## src/rtl/key_command_decoder.sv

```systemverilog
// ---------------------------------------------------------------------------
// key_command_decoder : pops UART bytes, normalizes WASD/space/enter keys,
// holds the decoded key for HOLD_CYCLES and flags repeated directions. Rev 1.0
// ---------------------------------------------------------------------------
`default_nettype none

module key_command_decoder #(
   parameter int HOLD_CYCLES = 6500000,
   parameter int TURBO_COUNT = 3
) (
   input  logic       clk,
   input  logic       rst,
   input  logic       rx_empty,
   input  logic [7:0] r_data,
   output logic       rd_uart,
   output logic [7:0] key_data,
   output logic       key_valid,
   output logic [3:0] dir,
   output logic       turbo,
   output logic [7:0] last_byte
);

   localparam int CW = (HOLD_CYCLES > 1) ? $clog2(HOLD_CYCLES) : 1;
   localparam int RW = (TURBO_COUNT > 0) ? $clog2(TURBO_COUNT + 1) : 1;

   localparam logic [CW-1:0] c_HOLD_LOAD = CW'(HOLD_CYCLES - 1);
   localparam logic [CW-1:0] c_CNT_ONE   = CW'(1);
   localparam logic [RW-1:0] c_TURBO_MAX = RW'(TURBO_COUNT);
   localparam logic [RW-1:0] c_REP_ONE   = RW'(1);

   localparam logic [1:0] c_IDLE   = 2'd0;
   localparam logic [1:0] c_DECODE = 2'd1;
   localparam logic [1:0] c_HOLD   = 2'd2;

   logic [1:0]    r_state;
   logic          r_ret_hold;
   logic [CW-1:0] r_cnt;
   logic [RW-1:0] r_rep;
   logic [7:0]    r_key;
   logic [3:0]    r_dir;
   logic          r_turbo;
   logic          r_kv;
   logic [7:0]    r_last;

   logic [7:0]    w_norm;
   logic [3:0]    w_dir;
   logic          w_ctrl;
   logic          w_accept;
   logic [RW-1:0] w_rep_next;
   logic          w_pop;

   always_comb begin
      w_norm = r_last;
      if ((r_last >= 8'h61) && (r_last <= 8'h7A)) begin
         w_norm = r_last - 8'h20;
      end
   end

   always_comb begin
      w_dir = 4'b0000;
      case (w_norm)
         8'h57:   w_dir = 4'b0001;
         8'h53:   w_dir = 4'b0010;
         8'h41:   w_dir = 4'b0100;
         8'h44:   w_dir = 4'b1000;
         default: w_dir = 4'b0000;
      endcase
   end

   assign w_ctrl   = (w_norm == 8'h20) || (w_norm == 8'h0D);
   assign w_accept = (w_dir != 4'b0000) || w_ctrl;

   // A direction matching the held one can only occur while a direction is held.
   always_comb begin
      w_rep_next = r_rep;
      if (w_ctrl) begin
         w_rep_next = '0;
      end else if (w_dir == r_dir) begin
         w_rep_next = (r_rep == c_TURBO_MAX) ? r_rep : (r_rep + c_REP_ONE);
      end else begin
         w_rep_next = c_REP_ONE;
      end
   end

   assign w_pop   = !rst && !rx_empty && ((r_state == c_IDLE) || (r_state == c_HOLD));
   assign rd_uart = w_pop;

   always_ff @(posedge clk) begin
      if (rst) begin
         r_state    <= c_IDLE;
         r_ret_hold <= 1'b0;
         r_cnt      <= '0;
         r_rep      <= '0;
         r_key      <= 8'h00;
         r_dir      <= 4'b0000;
         r_turbo    <= 1'b0;
         r_kv       <= 1'b0;
         r_last     <= 8'h00;
      end else begin
         r_kv <= 1'b0;
         case (r_state)
            c_IDLE: begin
               if (!rx_empty) begin
                  r_last     <= r_data;
                  r_ret_hold <= 1'b0;
                  r_state    <= c_DECODE;
               end
            end
            c_HOLD: begin
               if (r_cnt != '0) begin
                  r_cnt <= r_cnt - c_CNT_ONE;
               end
               // A waiting byte wins over expiry; outputs stay held meanwhile.
               if (!rx_empty) begin
                  r_last     <= r_data;
                  r_ret_hold <= 1'b1;
                  r_state    <= c_DECODE;
               end else if (r_cnt == '0) begin
                  r_key   <= 8'h00;
                  r_dir   <= 4'b0000;
                  r_turbo <= 1'b0;
                  r_rep   <= '0;
                  r_state <= c_IDLE;
               end
            end
            c_DECODE: begin
               if (w_accept) begin
                  r_key   <= w_norm;
                  r_dir   <= w_dir;
                  r_kv    <= 1'b1;
                  r_cnt   <= c_HOLD_LOAD;
                  r_rep   <= w_rep_next;
                  r_turbo <= (w_rep_next == c_TURBO_MAX);
                  r_state <= c_HOLD;
               end else begin
                  r_state <= r_ret_hold ? c_HOLD : c_IDLE;
               end
            end
            default: r_state <= c_IDLE;
         endcase
      end
   end

   assign key_data  = r_key;
   assign key_valid = r_kv;
   assign dir       = r_dir;
   assign turbo     = r_turbo;
   assign last_byte = r_last;

endmodule

`default_nettype wire

```

## config.mk

```make
export PLATFORM = sky130hd
export DESIGN_NAME = key_command_decoder
export DESIGN_NICKNAME = d
export VERILOG_FILES = /design/src/rtl/key_command_decoder.sv
export SDC_FILE = /design/constraint.sdc
export NUM_CORES = 1
export LEC_CHECK = 0
export CAP_MARGIN = 15
export CORE_MARGIN = 2
export CORE_UTILIZATION = 23
export DETAILED_ROUTE_END_ITERATION = 10
export PLACE_DENSITY_LB_ADDON = 0.2
export SLEW_MARGIN = 15
export SYNTH_ARGS = -nofsm -noshare
export SYNTH_HDL_FRONTEND = slang
export SYNTH_SLANG_ARGS = --single-unit
```

## constraint.sdc

```tcl
create_clock -name clk -period 2.5 [get_ports clk]
set_input_delay 0.375 -clock clk [delete_from_list [all_inputs] [get_ports clk]]
set_output_delay 0.375 -clock clk [all_outputs]
set_load 0.005 [all_outputs]
```

Word-level counts from Yosys, hierarchy flattened:

Index checks and enable logic that the tools add are counted.

* register bits: 50
* bits of input ports: 11
* output and inout bits: 23

* add/subtract/negate cells: 3
* $lt $le $gt $ge: 2
* eq/ne operators: 18
* mux-type cells: 33
* bitwise gates (word level): 2
* reduce and logical (&&, ||, !) cells: 21

Operator list (number)
* 23-bit two-way mux: 2
* 23-bit case mux with 2 select lines: 1
* 8-bit by 7-bit equality test with 1-bit output (second input constant): 4
* 8-bit two-way mux: 4
* 23-bit zero test: 1
* 23-bit nonzero test: 1
* 23-bit by 1-bit subtractor with 23-bit output (second input constant): 1
* 2-bit two-way mux: 10
* 4-bit case mux with 4 select lines: 1
* 8-bit case mux with 2 select lines: 1
* 4-bit two-way mux: 3
* 8-bit by 4-bit equality test with 1-bit output (second input constant): 1
* 8-bit by 6-bit equality test with 1-bit output (second input constant): 1
* 8-bit by 7-bit greater-or-equal comparator with 1-bit output (second input constant): 1
* 8-bit by 7-bit <= comparator with 1-bit output (second input constant): 1
* 2-bit inequality test (second input constant): 4
* 4-bit case mux with 2 select lines: 1
* 8-bit by 6-bit subtractor with 8-bit output (second input constant): 1
* 2-bit equality test (second input constant): 3
* 1-bit two-way mux: 6
* 2-bit case mux with 3 select lines: 1
* 3-bit AND reduction: 2
* 4-bit equality test: 1
* 2-bit by 1-bit inequality test with 1-bit output (second input constant): 2
* 15 further kinds: 25

Longest topological paths before layout:

Gate-level depths: netlist (run 1).

* word-level depth: 11
* gate-level depth with buffers: 9
* depth with buffers taken out: 8

Worst setup path after synthesis (run 1):

Ideal clock, no wire load.

* kind: reg2reg
* start point: register r_last[5] (netlist: last_byte[5])
* end point: register r_rep[1]
* library setup time: 76 ps
* data arrival time: 2673 ps
* setup slack: -249 ps
* stages on the path, launching flop included: 8
* path buffers: 0
* cells stage by stage: dfxtp_1 inv_1 ha_1 or4b_2 o22a_1 or4b_2 o21ai_0 a21boi_0

* longest elaborated chain between the ends: 10

RTL lines
* start, declared: line 43 `logic [7:0] r_last;`
* start signal, assigned: line 104 `r_last <= r_data;`
* start signal, assigned: line 115 `r_last <= r_data;`
* 8-bit by 7-bit greater-or-equal comparator with 1-bit output or 8-bit by 7-bit <= comparator with 1-bit output (tied branches): line 54 `if ((r_last >= 8'h61) && (r_last <= 8'h7A)) begin`
* 1-bit logical AND: line 54
* 8-bit two-way mux (*): line 54
* 8-bit by 7-bit equality test with 1-bit output: line 61 `case (w_norm)`
* 4-bit case mux with 4 select lines: line 61
* 4-bit equality test: line 78 `end else if (w_dir == r_dir) begin`
* 2-bit two-way mux: line 78
* 2-bit two-way mux: line 76 `if (w_ctrl) begin`
* 2-bit two-way mux: line 127 `if (w_accept) begin`
* 2-bit case mux with 2 select lines: line 101 `case (r_state)`
* end signal, assigned: line 132 `r_rep <= w_rep_next;`
* end, declared: line 38 `logic [RW-1:0] r_rep;`

Mark *: on every way between the ends. The rest lies on a longest branch, timed or not. The select of a mux whose other input is x is not followed.
A chain may end at the register's enable or synchronous reset.

Worst setup path after layout (run 1):

* start point: register r_last[5] (netlist: last_byte[5])
* end point: register r_dir[2] (netlist: dir[2])

* longest elaborated chain between the ends: 9

RTL lines
* 8-bit by 7-bit greater-or-equal comparator with 1-bit output or 8-bit by 7-bit <= comparator with 1-bit output (tied branches): line 54
* 1-bit logical AND: line 54
* 8-bit two-way mux (*): line 54
* 8-bit by 7-bit equality test with 1-bit output: line 61
* 4-bit case mux with 4 select lines: line 61
* 4-bit nonzero test: line 71 `assign w_accept = (w_dir != 4'b0000) || w_ctrl;`
* 1-bit logical OR: line 71
* 2-bit inequality test (no line)
* 4-bit AND reduction (no line)
* end signal, assigned: line 129 `r_dir <= w_dir;`
* end, declared: line 40 `logic [3:0] r_dir;`

Marks and branches as above.

==> key figures, run 1 <==
Status
  • Status: complete, no violations

Finish
  • Area grow syn2layout: 29.8%
  • Fill count: 1082
  • Final std cells w/o fill: 467
  • Ant. Diodes: 0
  • Layout Nets: 343
  • Share of layout cells above drive strength 1: 13.0%

Logic synthesis
  • Seq/Total Area, Yosys: 41.6%
  • Post-synth EDFFs: 0
  • Synth Flop Type: dfxtp_1
  • Warnings, synthesis: 0
  • Mapped Avg Cell Area: 8.43 um2
  • Post-synthesis register bit count: 50
  • Mapped Area: 2400 um2
  • Synth Net Count: 298
  • Synth cell types: 49
  • Post-synth ARST share: 0%
  • Post-Synthesis Cells: 285

Power
  • Leak pwr: 1.10 nW
  • PD cells: 512 nW/um2
  • Logic pwr share: 11.7%
  • Max VDD drop: 0.199 mV
  • Sequential group share of total power: 52.2%
  • Switching share of power: 24.6%
  • Clock share of power: 36.1%
  • Sw power: 392 uW
  • Pint: 1.20 mW

Place
  • IO buf count: 33
  • Routability cong.: 0.833
  • Placed Instances: 459
  • Hpwl dp: 4630 um
  • Pre-CTS setup slack: 0.0153 ns

Floorplanning
  • Die Wd: 106 um
  • Io pins: 34
  • Row count: 37
  • Die area: 11300 um2
  • DIE HEIGHT: 106 um
  • Initial Utilization: 23.5%
  • Core area: 10200 um2

Critical path
  • CP max stage delay: 0.54 ns
  • WP data arrival: 2.61 ns
  • R2r endpoint: dir[2]$_SDFFE_PP0P_
  • CP Launch Type: flip-flop
  • CP delay by family, top: simple AND/OR/NAND/NOR gates
  • Worst reg2reg path startpoint: last_byte[5]$_SDFFE_PP0P_
  • Setup crit start: last_byte[5]$_SDFFE_PP0P_
  • CP Capture Point: dir[2]$_SDFFE_PP0P_
  • Cell count of the worst reg-to-reg path: 7
  • Levels on crit path: 7
  • Buffers and inverters on the worst path: 1
  • CP max FO: 5
  • CP Data Required Time: 2.74 ns
  • Setup CP Type: reg -> reg
  • Critical Path End Type: flip-flop
  • Reg-to-reg slack, setup: 0.13 ns
  • Cell chain of the critical path: inv_1, ha_1, or4b_4, o22ai_1, a32oi_2, or4_1, a21oi_1
  • Max stage delay cell, worst path: or4b_4

Detailed routing
  • Routed Antenna Nets: 0
  • Via Count: 2183
  • Drt initial violations: 104
  • Vias per cell: 4.67
  • DRT Wirelength: 6290 um
  • DR pass1 iterations: 4
  • DR WL/cell: 13.5 um
  • Residual DRC count: 0

Timing
  • RSZ-0062 raised after global routing: no
  • Setup Viol. Count Final: 0
  • Setup TNS: 0 ns
  • Worst relative slew slack: 62.2%
  • FMAX: 0.421 GHz
  • Final Hold Viols: 0
  • Worst-Margin Slew: 0.564 ns
  • Period utilization: 95.0%
  • Tmin final: 2.37 ns
  • Worst setup margin: 0.125 ns
  • Final Skew: 0.00839 ns
  • Slew Limit Fails: 0

Clocking
  • Total setup buffers inserted after CTS: 0
  • CTS tree: built
  • Hold Buf Count CTS: 0
  • Clock transition at path regs: 0.10 ns
  • TritonCTS Buffers: 5
  • Skew-Pair Late Insertion Delay: 0.30 ns
  • Htree depth: 2
  • Buffer levels on the longest clock path: 2
  • Clock root cell: clkbuf_8
  • Sink Count: 50

Worst hold path
  • Hold crit path type: reg -> reg

GRT
  • Vias in the first global route: 2056
  • Gr usage total: 11.4%
  • First-pass GRT wire length: 10400 um
  • Antenna violations before repair: 0
  • Pin count of the biggest net entering global routing: 23
  • Total gr overflow: 0

Run
  • Max-cap check violation count: 0
registers in the layout (all words and copies together), names as in the netlist:
signal / count
r_state: 2
last_byte: 8
r_rep: 2
key_valid: 1
r_ret_hold: 1
key_data: 8
dir: 4
r_cnt: 23
turbo: 1
cells in the final DEF (no fill, tap or decap), drive strengths merged, types with 3 or more instances in the layout:
cell           count
a21oi             32
dfxtp             50
nor4               4
xnor2              8
nor3               6
or4                5
nand3             13
xor2              11
o21ai              5
o31ai              3
nand2b             8
inv                9
nand4b             3
a211oi             3
clkdlybuf4s50     33
a21boi             3
or3                3
nor3b              4
nand2             31
a32o               3
nor2              27
clkbuf             6
nand3b             5
buf               22
worst min-delay path by stage:
stage                              from                  endpoint  slack, ns  cells after the start
6_report       key_data[2]$_SDFFE_PP0P_  key_data[2]$_SDFFE_PP0P_       0.47                      2
2_1_floorplan   r_ret_hold$_SDFFE_PP0P_   r_ret_hold$_SDFFE_PP0P_       0.44                      2
3_3_place_gp    r_ret_hold$_SDFFE_PP0P_   r_ret_hold$_SDFFE_PP0P_       0.45                      2
5_1_grt        key_data[2]$_SDFFE_PP0P_  key_data[2]$_SDFFE_PP0P_       0.50                      2
4_1_cts        key_data[2]$_SDFFE_PP0P_  key_data[2]$_SDFFE_PP0P_       0.48                      2
3_5_place_dp   key_data[2]$_SDFFE_PP0P_  key_data[2]$_SDFFE_PP0P_       0.46                      2
worst reg2reg max path: stages, from the launching register on:
cell and delay (ns):
dfxtp_4 0.35, inv_1 0.05, ha_1 0.32, or4b_4 0.54, o22ai_1 0.22, a32oi_2 0.20, or4_1 0.50, a21oi_1 0.13
area by class of cell:
| cell class | count | area [um2] | area share [%] |
|---|---|---|---|
| Multi-Input combinational cell | 210 | 1310 | 42.0 |
| Clock buffer | 6 | 72.6 | 2.33 |
| Tap cell | 136 | 170 | 5.46 |
| Inverter | 8 | 30.0 | 0.963 |
| Sequential cell | 50 | 1010 | 32.3 |
| Clock inverter | 2 | 36.3 | 1.16 |
| Timing Repair Buffer | 55 | 495 | 15.9 |
power groups by stage:
stage	sequential [mW]	clock, mW	combinational (mW)
floorplan	0.842	0	0.106
global placement	0.852	0	0.187
detailed placement	0.852	0	0.187
CTS	0.834	0.608	0.188
global route	0.837	0.637	0.206
finish	0.833	0.577	0.187
synthesized netlist by cell type (3+ instances only):
master | count | area, um2
nor3b_1 | 3 | 22.5
nand4b_1 | 3 | 26.3
a21boi_0 | 3 | 22.5
a211oi_1 | 3 | 22.5
dfxtp_1 | 50 | 1000
clkbuf_1 | 15 | 56.3
xnor2_1 | 8 | 70.1
or4_1 | 3 | 22.5
o21ai_0 | 5 | 25.0
nor2_1 | 27 | 101
a21oi_1 | 32 | 160
nand2_1 | 31 | 116
or3_1 | 3 | 18.8
xor2_1 | 11 | 96.3
nor4_1 | 4 | 25.0
nand2b_1 | 8 | 50.1
nand3_1 | 12 | 60.1
nor3_1 | 5 | 25.0
nand3b_1 | 5 | 37.5
inv_1 | 8 | 30.0
o31ai_1 | 3 | 22.5
timing repair:
item	4_1_cts	5_1_grt
resized for setup	1	0
endpoints found under the setup margin	2	0
hold endpoints to repair	0	0
cells by family after synthesis:
| group | after synthesis | synth area share [%] |
|---|---|---|
| AO/OA/AOI/OAI | 62 | 16.3 |
| AND/OR/NAND/NOR | 127 | 29.5 |
| adder cells (fa/ha/maj) | 2 | 1.04 |
| flip-flops | 50 | 41.6 |
| buffers and inverters | 25 | 4.53 |
| XOR/XNOR | 19 | 6.92 |
metrics by stage:
stage | cell area (um2) | utilization (%) | hold WS [ns] | power, mW
after floorplan | 2410 | - | 0.437 | 0.948
after global placement | 3010 | 29.4 | 0.449 | 1.04
after detailed placement | 3010 | 29.4 | 0.463 | 1.04
after CTS | 3120 | 30.5 | 0.477 | 1.63
after global routing | 3120 | 30.5 | 0.495 | 1.68
final | 3120 | 30.5 | 0.472 | 1.60
per-layer routing:
metal	vias to the layer above	share of wire (%)	global-route usage (%)
met5	-	0	0
li1	1109	-	-
met4	0	0.81	3.10
met3	5	2.0	2.08
met2	23	48	19.0
met1	1046	49	15.2
Power figures use the tool's default switching activity.
==> run 2, diff against run 1 <==
--- a/config.mk
+++ b/config.mk
@@ -7,7 +7,7 @@
 export LEC_CHECK = 0
 export CAP_MARGIN = 15
 export CORE_MARGIN = 2
-export CORE_UTILIZATION = 23
+export CORE_UTILIZATION = 49
 export DETAILED_ROUTE_END_ITERATION = 10
 export PLACE_DENSITY_LB_ADDON = 0.2
 export SLEW_MARGIN = 15
==> key figures, run 2 (same netlist as run 1, synthesis figures left out) <==
Status
  • Status: complete, no violations

Clocking
  • Buffer levels on the longest clock path: 2 (unchanged)
  • Hold Buf Count CTS: 0 (unchanged)
  • Htree depth: 2 (unchanged)
  • CTS tree: built
  • Clock transition at path regs: 0.09 ns (about the same)
  • Clock root cell: clkbuf_8
  • TritonCTS Buffers: 5 (unchanged)
  • Skew-Pair Late Insertion Delay: 0.31 ns (about the same)
  • Sink Count: 50 (unchanged)

Floorplanning
  • DIE HEIGHT: 74.0 um (-30%)
  • Io pins: 34 (unchanged)
  • Initial Utilization: 50.9% (+27 points)
  • Die Wd: 74.0 um (-30%)
  • Row count: 25 (-32%)
  • Die area: 5480 um2 (-51%)
  • Core area: 4720 um2 (-54%)

Timing
  • Final Hold Viols: 0 (unchanged)
  • Setup Viol. Count Final: 0 (unchanged)
  • RSZ-0062 raised after global routing: no
  • Final Skew: 0.00808 ns (-0.000309 ns)
  • Slew Limit Fails: 0 (unchanged)
  • Setup TNS: 0 ns (unchanged)
  • Worst relative slew slack: 62.8% (+0.52 points)
  • Period utilization: 94.1% (-0.94 points)
  • Tmin final: 2.35 ns (-0.0235 ns)
  • Worst-Margin Slew: 0.557 ns (-0.00775 ns)
  • FMAX: 0.425 GHz (+1.0%)

Finish
  • Final std cells w/o fill: 393 (-16%)
  • Largest reg by FF count: r_cnt
  • Commonest non-fill, non-tap cell in the layout: dfxtp_1
  • Area grow syn2layout: 24.4%
  • Multi-input combinational cell area: 1320 um2 (+0.48%)
  • Number of flip-flops in the largest register: 23 (unchanged)
  • Register area: 1010 um2 (+0.13%)
  • Share of layout cells above drive strength 1: 12.0% (-1.0 points)
  • Most frequent cells in the layout: 47 x dfxtp_1, 33 x clkdlybuf4s50_1, 32 x a21oi_1
  • Ant. Diodes: 0 (unchanged)
  • Fill count: 436 (-60%)
  • Layout Nets: 339 (-1.2%)

GRT
  • Vias in the first global route: 2024 (-1.6%)
  • Pin count of the biggest net entering global routing: 34 (+48%)
  • Gr usage total: 21.6% (+10 points)
  • First-pass GRT wire length: 9240 um (-11%)
  • Total gr overflow: 0 (unchanged)
  • Antenna violations before repair: 0 (unchanged)

Worst hold path
  • Hold Path Stages: 2 (unchanged)
  • Hold crit path type: reg -> reg
  • WHS Endpoint: r_ret_hold$_SDFFE_PP0P_
  • Worst Hold Launch: r_ret_hold$_SDFFE_PP0P_

Detailed routing
  • DR WL/cell: 13.6 um (+0.91%)
  • DRT Wirelength: 5340 um (-15%)
  • DR pass1 iterations: 4 (unchanged)
  • Via Count: 2155 (-1.3%)
  • Residual DRC count: 0 (unchanged)
  • Drt initial violations: 117 (+13%)
  • Routed Antenna Nets: 0 (unchanged)
  • Vias per cell: 5.48 (+17%)

Place
  • Routability cong.: 0.851 (+2.1%)
  • Hpwl dp: 3840 um (-17%)
  • Placed Instances: 386 (-16%)
  • IO buf count: 33 (unchanged)

Critical path
  • CP Launch Type: flip-flop
  • Worst reg2reg path startpoint: last_byte[5]$_SDFFE_PP0P_
  • Cell count of the worst reg-to-reg path: 7 (unchanged)
  • CP Data Required Time: 2.74 ns (about the same)
  • Reg-to-reg slack, setup: 0.15 ns (+0.02 ns)
  • R2r endpoint: r_rep[1]$_SDFFE_PP0P_
  • Setup CP Type: reg -> reg
  • Critical Path End Type: flip-flop
  • WP data arrival: 2.59 ns (-0.02 ns)
  • CP max FO: 3 (-2)

Run
  • Max-cap check violation count: 0 (unchanged)

Power
  • Pwr Total: 1.46 mW (-8.3%)
  • Leak pwr: 1.07 nW (-2.9%)
  • PD cells: 490 nW/um2 (-4.3%)
  • Max VDD drop: 0.291 mV (+46%)
-- run 2: cell types whose count changed in the layout (fill, tap and decap cells not counted), sizes merged --
cell,previous run,this run
bufinv,1,0
buf,22,18
clkbuf,6,7
inv,9,8
-- run 2: worst max path at each step --
stage | end | slack [ns] | startpoint
after floorplan | r_rep[1]$_SDFFE_PP0P_ | 0.04 | last_byte[5]$_SDFFE_PP0P_
after global placement | r_rep[1]$_SDFFE_PP0P_ | 0.07 | last_byte[5]$_SDFFE_PP0P_
after detailed placement | r_rep[1]$_SDFFE_PP0P_ | 0.02 | last_byte[5]$_SDFFE_PP0P_
after CTS | r_rep[1]$_SDFFE_PP0P_ | 0.15 | last_byte[5]$_SDFFE_PP0P_
after global routing | r_rep[1]$_SDFFE_PP0P_ | 0.08 | last_byte[5]$_SDFFE_PP0P_
final | r_rep[1]$_SDFFE_PP0P_ | 0.15 | last_byte[5]$_SDFFE_PP0P_
-- run 2: worst max-delay path, cell delays in order, from the launching register on --
cell and delay (ns):
dfxtp_4 0.35, inv_1 0.06, ha_1 0.31, or4b_4 0.53
o22a_1 0.20, or4b_4 0.55, o21ai_1 0.13, a21boi_0 0.16
-- run 2: power breakdown --
| group | switching (mW) | internal (mW) | total [mW] |
|---|---|---|---|
| logic | 0.0883 | 0.0916 | 0.180 |
| clock network | 0.257 | 0.193 | 0.450 |
| registers | 0.0245 | 0.810 | 0.835 |
| total | 0.369 | 1.10 | 1.46 |
-- run 2: final cells by class --
cell class / count / share of cell area, %
multi-input cells: 210 / 44.0
flip-flops and latches: 50 / 33.7
repair buffers: 51 / 16.0
well taps: 67 / 2.80
clock buffers: 7 / 2.55
inverters: 8 / 1.00
-- run 2: repair_timing --
item | 4_1_cts | 5_1_grt
gates resized for setup | 2 | 1
buffers inserted | 0 | 0
endpoints found under the hold margin | 0 | 0
endpoints found under the setup margin | 1 | 1
-- run 2: metal layers --
| layer | track usage [%] | up-vias | wire length [um] |
|---|---|---|---|
| li1 | - | 1103 | - |
| met1 | 29.0 | 1009 | 2630 |
| met2 | 34.1 | 36 | 2480 |
| met3 | 3.79 | 7 | 140 |
| met4 | 9.09 | 0 | 91 |
| met5 | 0 | - | 0 |
-- run 2: through the flow --
| step | cell area (um2) | util (%) | setup WS, ns | hold slack [ns] |
|---|---|---|---|---|
| after floorplan | 2410 | - | 0.0385 | 0.437 |
| after global placement | 2900 | 61.5 | 0.0698 | 0.444 |
| after detailed placement | 2900 | 61.5 | 0.0208 | 0.447 |
| after CTS | 2990 | 63.3 | 0.147 | 0.459 |
| after global routing | 2990 | 63.3 | 0.0755 | 0.483 |
| final | 2990 | 63.3 | 0.149 | 0.463 |
==> run 3, diff against run 2 <==
--- a/config.mk
+++ b/config.mk
@@ -5,9 +5,9 @@
 export SDC_FILE = /design/constraint.sdc
 export NUM_CORES = 1
 export LEC_CHECK = 0
-export CAP_MARGIN = 15
+export CAP_MARGIN = 20
 export CORE_MARGIN = 2
-export CORE_UTILIZATION = 49
+export CORE_UTILIZATION = 24
 export DETAILED_ROUTE_END_ITERATION = 10
 export PLACE_DENSITY_LB_ADDON = 0.2
 export SLEW_MARGIN = 15
==> key figures, run 3 (same netlist as run 1, synthesis figures left out) <==
Finish
  • Register area: 1010 um2 (unchanged)
  • Number of flip-flops in the largest register: 23 (unchanged)
  • Layout Nets: 340 (+0.29%)
  • Final std cells w/o fill: 461 (+17%)
  • Area grow syn2layout: 29.5%
  • Most frequent cells in the layout: 47 x dfxtp_1, 33 x clkdlybuf4s50_1, 32 x a21oi_1
  • Ant. Diodes: 0 (unchanged)
  • Share of layout cells above drive strength 1: 13.1% (+1.1 points)
  • Fill count: 1059 (+140%)
  • Commonest non-fill, non-tap cell in the layout: dfxtp_1
  • Util after Layout: 32.0% (-31 points)
  • Largest reg by FF count: r_cnt
  • Multi-input combinational cell area: 1320 um2 (unchanged)

Detailed routing
  • Vias per cell: 4.60 (-16%)
  • DR pass1 iterations: 4 (unchanged)
  • Drt initial violations: 66 (-44%)
  • Routed Antenna Nets: 0 (unchanged)
  • Residual DRC count: 0 (unchanged)
  • DR WL/cell: 13.0 um (-4.3%)
  • Via Count: 2119 (-1.7%)
  • DRT Wirelength: 5990 um (+12%)

Floorplanning
  • Io pins: 34 (unchanged)
  • Die Wd: 104 um (+41%)
  • Die area: 10800 um2 (+98%)
  • DIE HEIGHT: 104 um (+41%)
  • Initial Utilization: 24.7% (-26 points)
  • Core area: 9730 um2 (+110%)
  • Row count: 36 (+44%)

Power
  • PD cells: 506 nW/um2 (+3.3%)
  • Max VDD drop: 0.193 mV (-34%)
  • Leak pwr: 1.09 nW (+2.6%)

Timing
  • RSZ-0062 raised after global routing: no
  • Min Hold Slack: 0.463 ns (+0.000158 ns)
  • Setup TNS: 0 ns (unchanged)
  • Final Hold Viols: 0 (unchanged)
  • Slew Limit Fails: 0 (unchanged)
  • Setup Viol. Count Final: 0 (unchanged)
  • Period utilization: 94.9% (+0.81 points)
  • FMAX: 0.422 GHz (-0.85%)
  • Worst-Margin Slew: 0.563 ns (+0.00638 ns)
  • Tmin final: 2.37 ns (+0.0202 ns)
  • Final Skew: 0.0120 ns (+0.00388 ns)
  • Worst relative slew slack: 62.3% (-0.43 points)

Critical path
  • Setup CP Type: reg -> reg
  • WP data arrival: 2.59 ns (about the same)
  • Setup crit start: r_cnt[2]$_SDFFE_PP0P_
  • Reg-to-reg slack, setup: 0.13 ns (-0.02 ns)
  • Worst reg2reg path startpoint: r_cnt[2]$_SDFFE_PP0P_
  • Cell count of the worst reg-to-reg path: 6 (-1)
  • Critical Path End Type: flip-flop
  • CP Capture Point: r_rep[0]$_SDFFE_PP0P_
  • R2r endpoint: r_rep[0]$_SDFFE_PP0P_
  • CP Launch Type: flip-flop
  • CP Data Required Time: 2.72 ns (-0.02 ns)
  • CP max FO: 6 (+3)

GRT
  • Vias in the first global route: 2072 (+2.4%)
  • Total gr overflow: 0 (unchanged)
  • Pin count of the biggest net entering global routing: 31 (-8.8%)
  • Gr usage total: 11.4% (-10 points)
  • Antenna violations before repair: 0 (unchanged)
  • First-pass GRT wire length: 10100 um (+8.9%)

Place
  • Placed Instances: 453 (+17%)
  • Routability cong.: 0.735 (-14%)
  • Hpwl dp: 4220 um (+9.8%)
  • IO buf count: 33 (unchanged)

Clocking
  • Sink Count: 50 (unchanged)
  • Total setup buffers inserted after CTS: 0 (unchanged)
  • Buffer levels on the longest clock path: 2 (unchanged)
  • CTS tree: built
  • Skew-Pair Late Insertion Delay: 0.31 ns (about the same)
  • Clock transition at path regs: 0.10 ns (about the same)
  • Clock root cell: clkbuf_8
  • TritonCTS Buffers: 5 (unchanged)
  • Hold Buf Count CTS: 0 (unchanged)
  • Htree depth: 2 (unchanged)

Worst hold path
  • Hold crit path type: reg -> reg

Run
  • Max-cap check violation count: 0 (unchanged)

Status
  • Status: complete, no violations
[run 3: critical path: stages (launching register included)]
cell	delay, ns
dfxtp_1	0.36
or4_4	0.58
nor3b_4	0.25
nand3_2	0.11
or4_4	0.45
and3b_1	0.28
a22o_1	0.25
[run 3: metrics by stage]
stage | instance area, um2 | power [mW] | setup slack (ns)
2_1_floorplan | 2410 | 0.948 | 0.0385
5_1_grt | 3110 | 1.66 | 0.0179
3_5_place_dp | 2990 | 1.04 | 0.0142
4_1_cts | 3100 | 1.59 | 0.114
6_report | 3110 | 1.57 | 0.128
3_3_place_gp | 2990 | 1.04 | 0.0400
[run 3: layout make-up]
cell class	count	area share [%]
Inverter	8	0.965
Clock buffer	6	3.02
Clock inverter	2	0.442
Tap cell	133	5.35
Sequential cell	50	32.4
Multi-Input combinational cell	210	42.3
Timing Repair Buffer	52	15.6
[run 3: timing repair]
action                                  4_1_cts  5_1_grt
endpoints found under the setup margin        1        2
hold endpoints to repair                      0        0
resized for setup                             1        2
[run 3: where the power goes]
group	switching, mW	leakage, nW	internal [mW]
combinational	0.0922	0.632	0.0936
sequential	0.0245	0.406	0.810
clock	0.293	0.0567	0.260
total	0.410	1.09	1.16
[run 3: metal layers]
metal | global-route usage (%) | share of wire (%) | up-vias | routed length, um
li1 | - | - | 1101 | -
met1 | 15.2 | 52 | 982 | 3090
met2 | 18.0 | 44 | 28 | 2660
met3 | 2.38 | 2.6 | 8 | 156
met4 | 3.96 | 1.4 | 0 | 85
met5 | 0 | 0 | - | 0
[run 3: worst min-delay path by stage]
stage / startpoint / end / slack, ns / cells past startpoint
after detailed placement: r_ret_hold$_SDFFE_PP0P_ / r_ret_hold$_SDFFE_PP0P_ / 0.45 / 2
final: r_ret_hold$_SDFFE_PP0P_ / r_ret_hold$_SDFFE_PP0P_ / 0.46 / 2
after CTS: r_ret_hold$_SDFFE_PP0P_ / r_ret_hold$_SDFFE_PP0P_ / 0.47 / 2
after global placement: r_ret_hold$_SDFFE_PP0P_ / r_ret_hold$_SDFFE_PP0P_ / 0.44 / 2
after floorplan: r_ret_hold$_SDFFE_PP0P_ / r_ret_hold$_SDFFE_PP0P_ / 0.44 / 2
after global routing: key_data[2]$_SDFFE_PP0P_ / key_data[2]$_SDFFE_PP0P_ / 0.51 / 2
